`src/rtl/raster_pkg.sv`:
```
// Shared definitions for the triangle record layout and the dispatcher state machine.
package raster_pkg;

   localparam int WORDS_PER_TRI = 10;

   localparam logic [3:0] W_P1X   = 4'd0;
   localparam logic [3:0] W_P1Y   = 4'd1;
   localparam logic [3:0] W_P1Z   = 4'd2;
   localparam logic [3:0] W_P2X   = 4'd3;
   localparam logic [3:0] W_P2Y   = 4'd4;
   localparam logic [3:0] W_P2Z   = 4'd5;
   localparam logic [3:0] W_P3X   = 4'd6;
   localparam logic [3:0] W_P3Y   = 4'd7;
   localparam logic [3:0] W_P3Z   = 4'd8;
   localparam logic [3:0] W_COLOR = 4'd9;

   typedef enum logic [2:0] {
      IDLE   = 3'd0,
      FETCH  = 3'd1,
      LAUNCH = 3'd2,
      WAIT   = 3'd3,
      FINISH = 3'd4
   } disp_state_t;

endpackage

```
`src/rtl/triangle_dispatcher.sv`:
```
// Walks a triangle list, fetching each 10-word record and handing it to the rasterizer.
// Start follows frame_start by 12 cycles; the next record is fetched only after done.
module triangle_dispatcher
   import raster_pkg::*;
#(
   parameter int ADDR_W = 12,
   parameter int CNT_W  = 9
) (
   input  logic              clk,
   input  logic              areset_n,
   input  logic              frame_start,
   input  logic [ADDR_W-1:0] base_addr,
   input  logic [CNT_W-1:0]  tri_count,
   output logic              mem_re,
   output logic [ADDR_W-1:0] mem_addr,
   input  logic [31:0]       mem_rdata,
   output logic [2:0][31:0]  p1,
   output logic [2:0][31:0]  p2,
   output logic [2:0][31:0]  p3,
   output logic [3:0]        color,
   output logic              start,
   input  logic              done,
   output logic              busy,
   output logic              frame_done
);

   disp_state_t       state_q, state_d;
   logic [ADDR_W-1:0] addr_q, addr_d;
   logic [CNT_W-1:0]  cnt_q, cnt_d;
   logic [CNT_W-1:0]  idx_q, idx_d;
   logic [3:0]        w_q, w_d;
   logic [3:0]        rd_idx_q, rd_idx_d;
   logic              rd_vld_q, rd_vld_d;
   logic [2:0][31:0]  p1_q, p1_d, p2_q, p2_d, p3_q, p3_d;
   logic [3:0]        color_q, color_d;
   logic              fetch_rd;

   assign fetch_rd = (state_q == FETCH) && (w_q <= W_COLOR);

   always_comb begin
      state_d  = state_q;
      addr_d   = addr_q;
      cnt_d    = cnt_q;
      idx_d    = idx_q;
      w_d      = w_q;
      rd_vld_d = fetch_rd;
      rd_idx_d = w_q;
      p1_d     = p1_q;
      p2_d     = p2_q;
      p3_d     = p3_q;
      color_d  = color_q;

      // Read data lags the request by one cycle, so route it by the word index of that request.
      if (rd_vld_q) begin
         case (rd_idx_q)
            W_P1X:   p1_d[0] = mem_rdata;
            W_P1Y:   p1_d[1] = mem_rdata;
            W_P1Z:   p1_d[2] = mem_rdata;
            W_P2X:   p2_d[0] = mem_rdata;
            W_P2Y:   p2_d[1] = mem_rdata;
            W_P2Z:   p2_d[2] = mem_rdata;
            W_P3X:   p3_d[0] = mem_rdata;
            W_P3Y:   p3_d[1] = mem_rdata;
            W_P3Z:   p3_d[2] = mem_rdata;
            W_COLOR: color_d = mem_rdata[3:0];
            default: ;
         endcase
      end

      case (state_q)
         IDLE: begin
            if (frame_start) begin
               if (tri_count == '0) begin
                  state_d = FINISH;
               end else begin
                  state_d = FETCH;
                  addr_d  = base_addr;
                  cnt_d   = tri_count;
                  idx_d   = '0;
                  w_d     = '0;
               end
            end
         end
         FETCH: begin
            if (fetch_rd) begin
               addr_d = addr_q + 1'b1;
               w_d    = w_q + 4'd1;
            end else begin
               state_d = LAUNCH;
            end
         end
         LAUNCH: state_d = WAIT;
         WAIT: begin
            if (done) begin
               if ((idx_q + 1'b1) == cnt_q) begin
                  state_d = FINISH;
               end else begin
                  state_d = FETCH;
                  idx_d   = idx_q + 1'b1;
                  w_d     = '0;
               end
            end
         end
         FINISH:  state_d = IDLE;
         default: state_d = IDLE;
      endcase
   end

   always_ff @(posedge clk) begin
      if (!areset_n) begin
         state_q  <= IDLE;
         addr_q   <= '0;
         cnt_q    <= '0;
         idx_q    <= '0;
         w_q      <= '0;
         rd_idx_q <= '0;
         rd_vld_q <= 1'b0;
         p1_q     <= '0;
         p2_q     <= '0;
         p3_q     <= '0;
         color_q  <= '0;
      end else begin
         state_q  <= state_d;
         addr_q   <= addr_d;
         cnt_q    <= cnt_d;
         idx_q    <= idx_d;
         w_q      <= w_d;
         rd_idx_q <= rd_idx_d;
         rd_vld_q <= rd_vld_d;
         p1_q     <= p1_d;
         p2_q     <= p2_d;
         p3_q     <= p3_d;
         color_q  <= color_d;
      end
   end

   assign mem_re     = fetch_rd;
   assign mem_addr   = addr_q;
   assign p1         = p1_q;
   assign p2         = p2_q;
   assign p3         = p3_q;
   assign color      = color_q;
   assign start      = (state_q == LAUNCH);
   assign busy       = (state_q != IDLE);
   assign frame_done = (state_q == FINISH);

endmodule

```
`config.mk`:
```
export PLATFORM = sky130hd
export DESIGN_NAME = triangle_dispatcher
export DESIGN_NICKNAME = d
export VERILOG_FILES = /design/src/rtl/raster_pkg.sv /design/src/rtl/triangle_dispatcher.sv
export SDC_FILE = /design/constraint.sdc
export NUM_CORES = 1
export LEC_CHECK = 0
export BUFFER_PORTS_ARGS = -buffer_cell sky130_fd_sc_hd__buf_2
export CORE_MARGIN = 2
export CORE_UTILIZATION = 50
export DETAILED_ROUTE_END_ITERATION = 8
export PLACE_DENSITY = 0.74
export SLEW_MARGIN = 20
export SYNTH_ARGS = -nofsm -noshare
export SYNTH_HDL_FRONTEND = slang
export SYNTH_SLANG_ARGS = --single-unit
```
`constraint.sdc`:
```
create_clock -name clk -period 4.3 [get_ports clk]
set_clock_uncertainty 0.05 [all_clocks]
set_input_delay 0.43 -clock clk [delete_from_list [all_inputs] [get_ports clk]]
set_output_delay 0.43 -clock clk [all_outputs]
set_load 0.02 [all_outputs]
```
# Word level (Yosys, flattened, before mapping)
# Cells that the tools add are included.
[word_totals]
word_cells = 86
latchBits = 0
rom_bits = 0
mem_bits_rw = 0
out_inout_bits = 308
mem_count = 0
inputBits = 57
ff_bits = 334
[classes]
n_reduce_logical = 23
n_bitwise = 1
n_eq_ne = 20
n_addsub = 3
shifts = 0
order_cmp = 1
mul = 0
n_div = 0
n_mux = 21
[ops]
columns = ["cell", "count"]
rows = [
  ["12-bit two-way mux", 3],
  ["9-bit two-way mux", 4],
  ["12-bit case mux with 2 select lines", 1],
  ["4-bit two-way mux", 5],
  ["2-bit AND reduction", 10],
  ["9-bit case mux with 2 select lines", 1],
  ["4-bit by 3-bit == test with 1-bit output, second input constant", 4],
  ["3-bit two-way mux", 5],
  ["12-bit by 1-bit adder with 12-bit output, second input constant", 1],
  ["2-bit != test, second input constant", 6],
  ["3-bit case mux with 4 select lines", 1],
  ["4-bit case mux with 3 select lines", 1],
  ["9-bit by 1-bit adder with 9-bit output, second input constant", 1],
  ["9-bit == test", 1],
  ["9-bit logical NOT", 1],
  ["4-bit by 2-bit == test with 1-bit output, second input constant", 2],
  ["4-bit == test, second input constant", 2],
  ["3-bit by 2-bit == test with 1-bit output, second input constant", 2],
  ["3-bit AND reduction", 2],
  ["6-bit AND reduction", 1],
  ["3-bit nonzero test", 2],
  ["5-bit AND reduction", 1],
  ["4-bit by 1-bit adder with 4-bit output, second input constant", 1],
  ["4-bit by 1-bit == test with 1-bit output, second input constant", 1],
  ["9 further kinds", 10],
]

# Depth between registers and ports, before layout
[depth]
depth_word = 5
depth_mapped = 11
depth_no_buf = 9

# Worst setup path before layout
# No wires, ideal clock.
[synth_timing]
path_type = "flip-flop to flip-flop"
startpoint = "reg idx_q[0]"
endpoint = "reg idx_q[3]"
period_less_slack_ns = 2.259
arrival_time_ns = 2.135
stages_incl_launch_ff = 11
path_slack_ns = 2.041
required_ns = 4.176
setup_ns = 0.074
path_buffers = 2
path_cell_list = "dfxtp_1 ha_1 clkbuf_1 and3_1 and3_1 nor4b_1 nor2_1 nor2_2 buf_6 or4_1 a31oi_1"
[synth_via]
elab_chain_cells = 4
word_cells_on_any_way = 7
cone_classes = "add/sub: 1; eq/ne: 2; mux: 3; reduce/logical: 1"
[synth_lines]
columns = ["item", "line", "text"]
rows = [
  ["start: declaration", "triangle_dispatcher.sv:30", "logic [CNT_W-1:0] idx_q, idx_d;"],
  ["start signal: assignment", "triangle_dispatcher.sv:126", "idx_q <= idx_d;"],
  ["9-bit by 1-bit adder with 9-bit output (*)", "triangle_dispatcher.sv:95, triangle_dispatcher.sv:99", ""],
  ["9-bit == test or 9-bit two-way mux (tied branches)", "triangle_dispatcher.sv:95", "if ((idx_q + 1'b1) == cnt_q) begin"],
  ["2-bit != test (no line) or 9-bit two-way mux (tied branches)", "--", ""],
  ["5-bit AND reduction (no line) or 9-bit case mux with 2 select lines (tied branches)", "--", ""],
]
# Mark *: on every way between the ends. The rest lies on a longest branch, timed or not. The select of a mux whose other input is x is not followed.
# A chain may end at the register's enable or synchronous reset.

# Final worst setup path
[layout_timing]
startpoint = "reg idx_q[0]"
endpoint = "reg w_q[2] (netlist: rd_idx_d[2])"
[layout_via]
elab_chain_cells = 4
[layout_lines]
columns = ["item", "line", "text"]
rows = [
  ["9-bit by 1-bit adder with 9-bit output", "triangle_dispatcher.sv:95", ""],
  ["9-bit == test", "triangle_dispatcher.sv:95", ""],
  ["2-bit != test (no line)", "--", ""],
  ["6-bit AND reduction (no line)", "--", ""],
  ["end signal: assignment", "triangle_dispatcher.sv:127", "w_q <= w_d;"],
  ["end: declaration", "triangle_dispatcher.sv:31", "logic [3:0] w_q, w_d;"],
]
# Every way passes these cells.

==> results.yml <==
status:
  outcome: "completed"
synthesis:
  ys_ff_latch: 334
  synth_nets: 1693
  netlist_area_um2: 12700
  avgSynthCellArea_um2: 7.77
  yosysUniqueCellTypes: 56
  yosysSeqAreaShare_pct: 52.8
  netlist_instances: 1631
  synth_warnings: 0
  synthArstFlopShare_pct: 0
  ys.flop_type: "dfxtp_1"
  synth_edf_count: 0
floorplan:
  die_h_um: 163
  initial_core_util_pct: 50.6
  placementRows: 58
  core_area_um2: 25000
  chipWidth_um: 163
  ios: 365
  die-area_um2: 26600
cts:
  htreeDepth: 2
  clockRootBuffer: "clkbuf_16"
  cts_resized: 0
  clkSinkCount: 334
  cts_setup_buffers: 0
  clk_pin_slew_ps: 60
  cts_buffers: 35
  clock_path_buffers: 3
  insertion_delay_ps: 510
  cts_tree: "done"
  cts_hold_buffers: 0
timing:
  relSlewSlack_pct: 28.9
  slew_viol_final: 0
  tightest_slew_ps: 1070
  setup_ws_ps: 1480
  setup_tns_ps: 0
  grt_setup_unrepaired: "false"
  post-route-period-util_pct: 65.6
  finalSetupViolations: 0
  fin_crit_ps: 2820
  hold_viol_final: 0
  max_freq_ghz: 0.354
layout:
  final_nets: 1960
  syn_to_final_growth_pct: 23.4
  seq_area_um2: 6690
  multi_input_area_um2: 5410
  num-fill-cells: 2243
  final_layout_size_suffix_gt1_share_pct: 23.4
  insertedDiodeCount: 0
pwr:
  ir_drop_mv: 0.264
  p_leak_nw: 6.44
  powerDensity_nw_per_um2: 415
grt:
  grt_overflow: 0
  antenna_found_initial: 0
  grt_max_degree: 179
  grt_pass1_vias: 11212
  grt_use_total_pct: 29.7
  grt_pass1_wl_um: 62200
place:
  dpl.hpwl_um: 26600
  io_buffers: 364
  gp_congestion: 0.875
  pre_cts_ws_ps: 1530
route:
  via_per_inst: 5.48
  route.detailed.drc: 0
  ant_nets: 0
  first_iter_violations: 1059
  num_vias: 12338
  dr.pass1.iters: 5
  finalWirelength_um: 41200
  wl_per_cell_um: 18.3
setup_path:
  cp_data_required_time_ps: 4660
  worstPathArrival_ps: 3180
  cp-end-kind: "flop"
  cp_max_fo: 20
  start_kind: "flop"
  path_class: "flop to flop"
min_path:
  hold_class: "primary input to flop"
job:
  maxCapViolations: 0
==> final cells by class <==
cell class                      count  area share, %
Tap cell                          330           2.64
Inverter                            8          0.240
Timing Repair Buffer              381           12.5
Sequential cell                   334           42.8
Multi-Input combinational cell   1138           34.6
Clock inverter                     12          0.961
Clock buffer                       49           6.33
==> layout by cell type (no fill, tap or decap), types with 6 or more instances in the layout <==
master     netlist  routed
buf_2            4     364
clkbuf_16        0      36
a21oi_1        256     256
inv_1            7       7
dfxtp_1        334     334
clkbuf_1       144       9
xnor2_1          6       6
and3_1          10      10
nand3_1         15      13
nor2_1          35      34
clkinv_2         0       7
a31oi_1         11      11
mux2i_1          6       6
o21ai_0         19      19
buf_4            1      17
a21boi_0        58      58
and2_1           7       7
nand2_1        623     623
==> state kept, by name, summed over array words and instances, names as in the netlist <==
register	cells
cnt_q	9
color	4
idx_q	9
mem_addr	12
p1	96
p2	96
p3	96
rd_idx_d	4
rd_idx_q	4
rd_vld_q	1
state_q	3
==> logic make-up after synthesis <==
| group | count (synthesis) | synth area share (%) |
|---|---|---|
| AND/OR/NAND/NOR | 735 | 23.3 |
| AO/OA/AOI/OAI | 381 | 17.3 |
| flip-flops | 334 | 52.8 |
| buffers and inverters | 159 | 4.84 |
| XOR/XNOR | 11 | 0.820 |
| multiplexers | 6 | 0.474 |
| adder cells (fa/ha/maj) | 5 | 0.494 |
==> worst max-delay path: stages (launching register included) <==
cell and delay (ps):
dfxtp_1 370, ha_1 310, and3_1 260, and3_1 190
nor4b_1 260, nor2_1 120, nor2_2 620, a211oi_1 270
a211oi_1 270
==> per-layer routing <==
layer  up-vias  track usage, %  part of all wire (%)
li1       5865               -                     -
met4         0            12.1                   4.0
met5         -               0                     0
met1      5857            37.7                    41
met2       511            49.0                    46
met3       105            6.45                   8.1
==> through the flow <==
step / cell area, um2 / hold WS (ps) / instances / power (mW) / utilization [%]
floorplan: 12700 / 398 / 1631 / 3.42 / -
global placement: 14500 / 388 / 2191 / 3.53 / 57.9
detailed placement: 14500 / 393 / 2191 / 3.54 / 57.9
CTS: 15600 / 111 / 2252 / 6.52 / 62.4
global route: 15600 / 124 / 2252 / 6.69 / 62.4
finish: 15600 / 132 / 2252 / 6.49 / 62.4
==> cells in the mapped netlist (3+ instances only) <==
master	number	share of area [%]
a211oi_1	5	0.30
a21boi_0	58	3.4
a21oi_1	256	10
a31oi_1	11	0.54
and2_1	7	0.35
and3_1	10	0.49
buf_2	4	0.16
clkbuf_1	144	4.3
dfxtp_1	334	53
ha_1	5	0.49
inv_1	7	0.21
mux2i_1	6	0.47
nand2_1	623	18
nand3_1	15	0.59
nand3b_1	3	0.18
nand4_1	4	0.20
nor2_1	35	1.0
nor2b_1	5	0.25
nor3_1	7	0.28
nor3b_1	5	0.30
o2111ai_1	5	0.35
o211ai_1	3	0.18
o21ai_0	19	0.75
o41ai_1	5	0.35
or3_1	4	0.20
or4_1	3	0.18
xnor2_1	6	0.41
xor2_1	4	0.28
==> where the power goes <==
group | total [mW] | switching, mW | internal [mW]
Clock | 3.02 | 1.23 | 1.79
Combinational | 0.319 | 0.230 | 0.0884
Sequential | 3.16 | 0.0308 | 3.12
Total | 6.49 | 1.49 | 5.01
==> final timing paths <==
kind,from,endpoint,slack (ps),cells after the start
setup / recovery,idx_q[0]$_SDFFE_PN0P_,rd_idx_d[2]$_SDFFE_PN0P_,1480,8
hold / removal,tri_count[3],cnt_q[3]$_SDFFE_PN0P_,130,3
setup reg to reg,idx_q[0]$_SDFFE_PN0P_,rd_idx_d[2]$_SDFFE_PN0P_,1480,8
hold reg to reg,p3[59]$_SDFFE_PN0P_,p3[59]$_SDFFE_PN0P_,400,2
(Power assumes the default switching activity.)
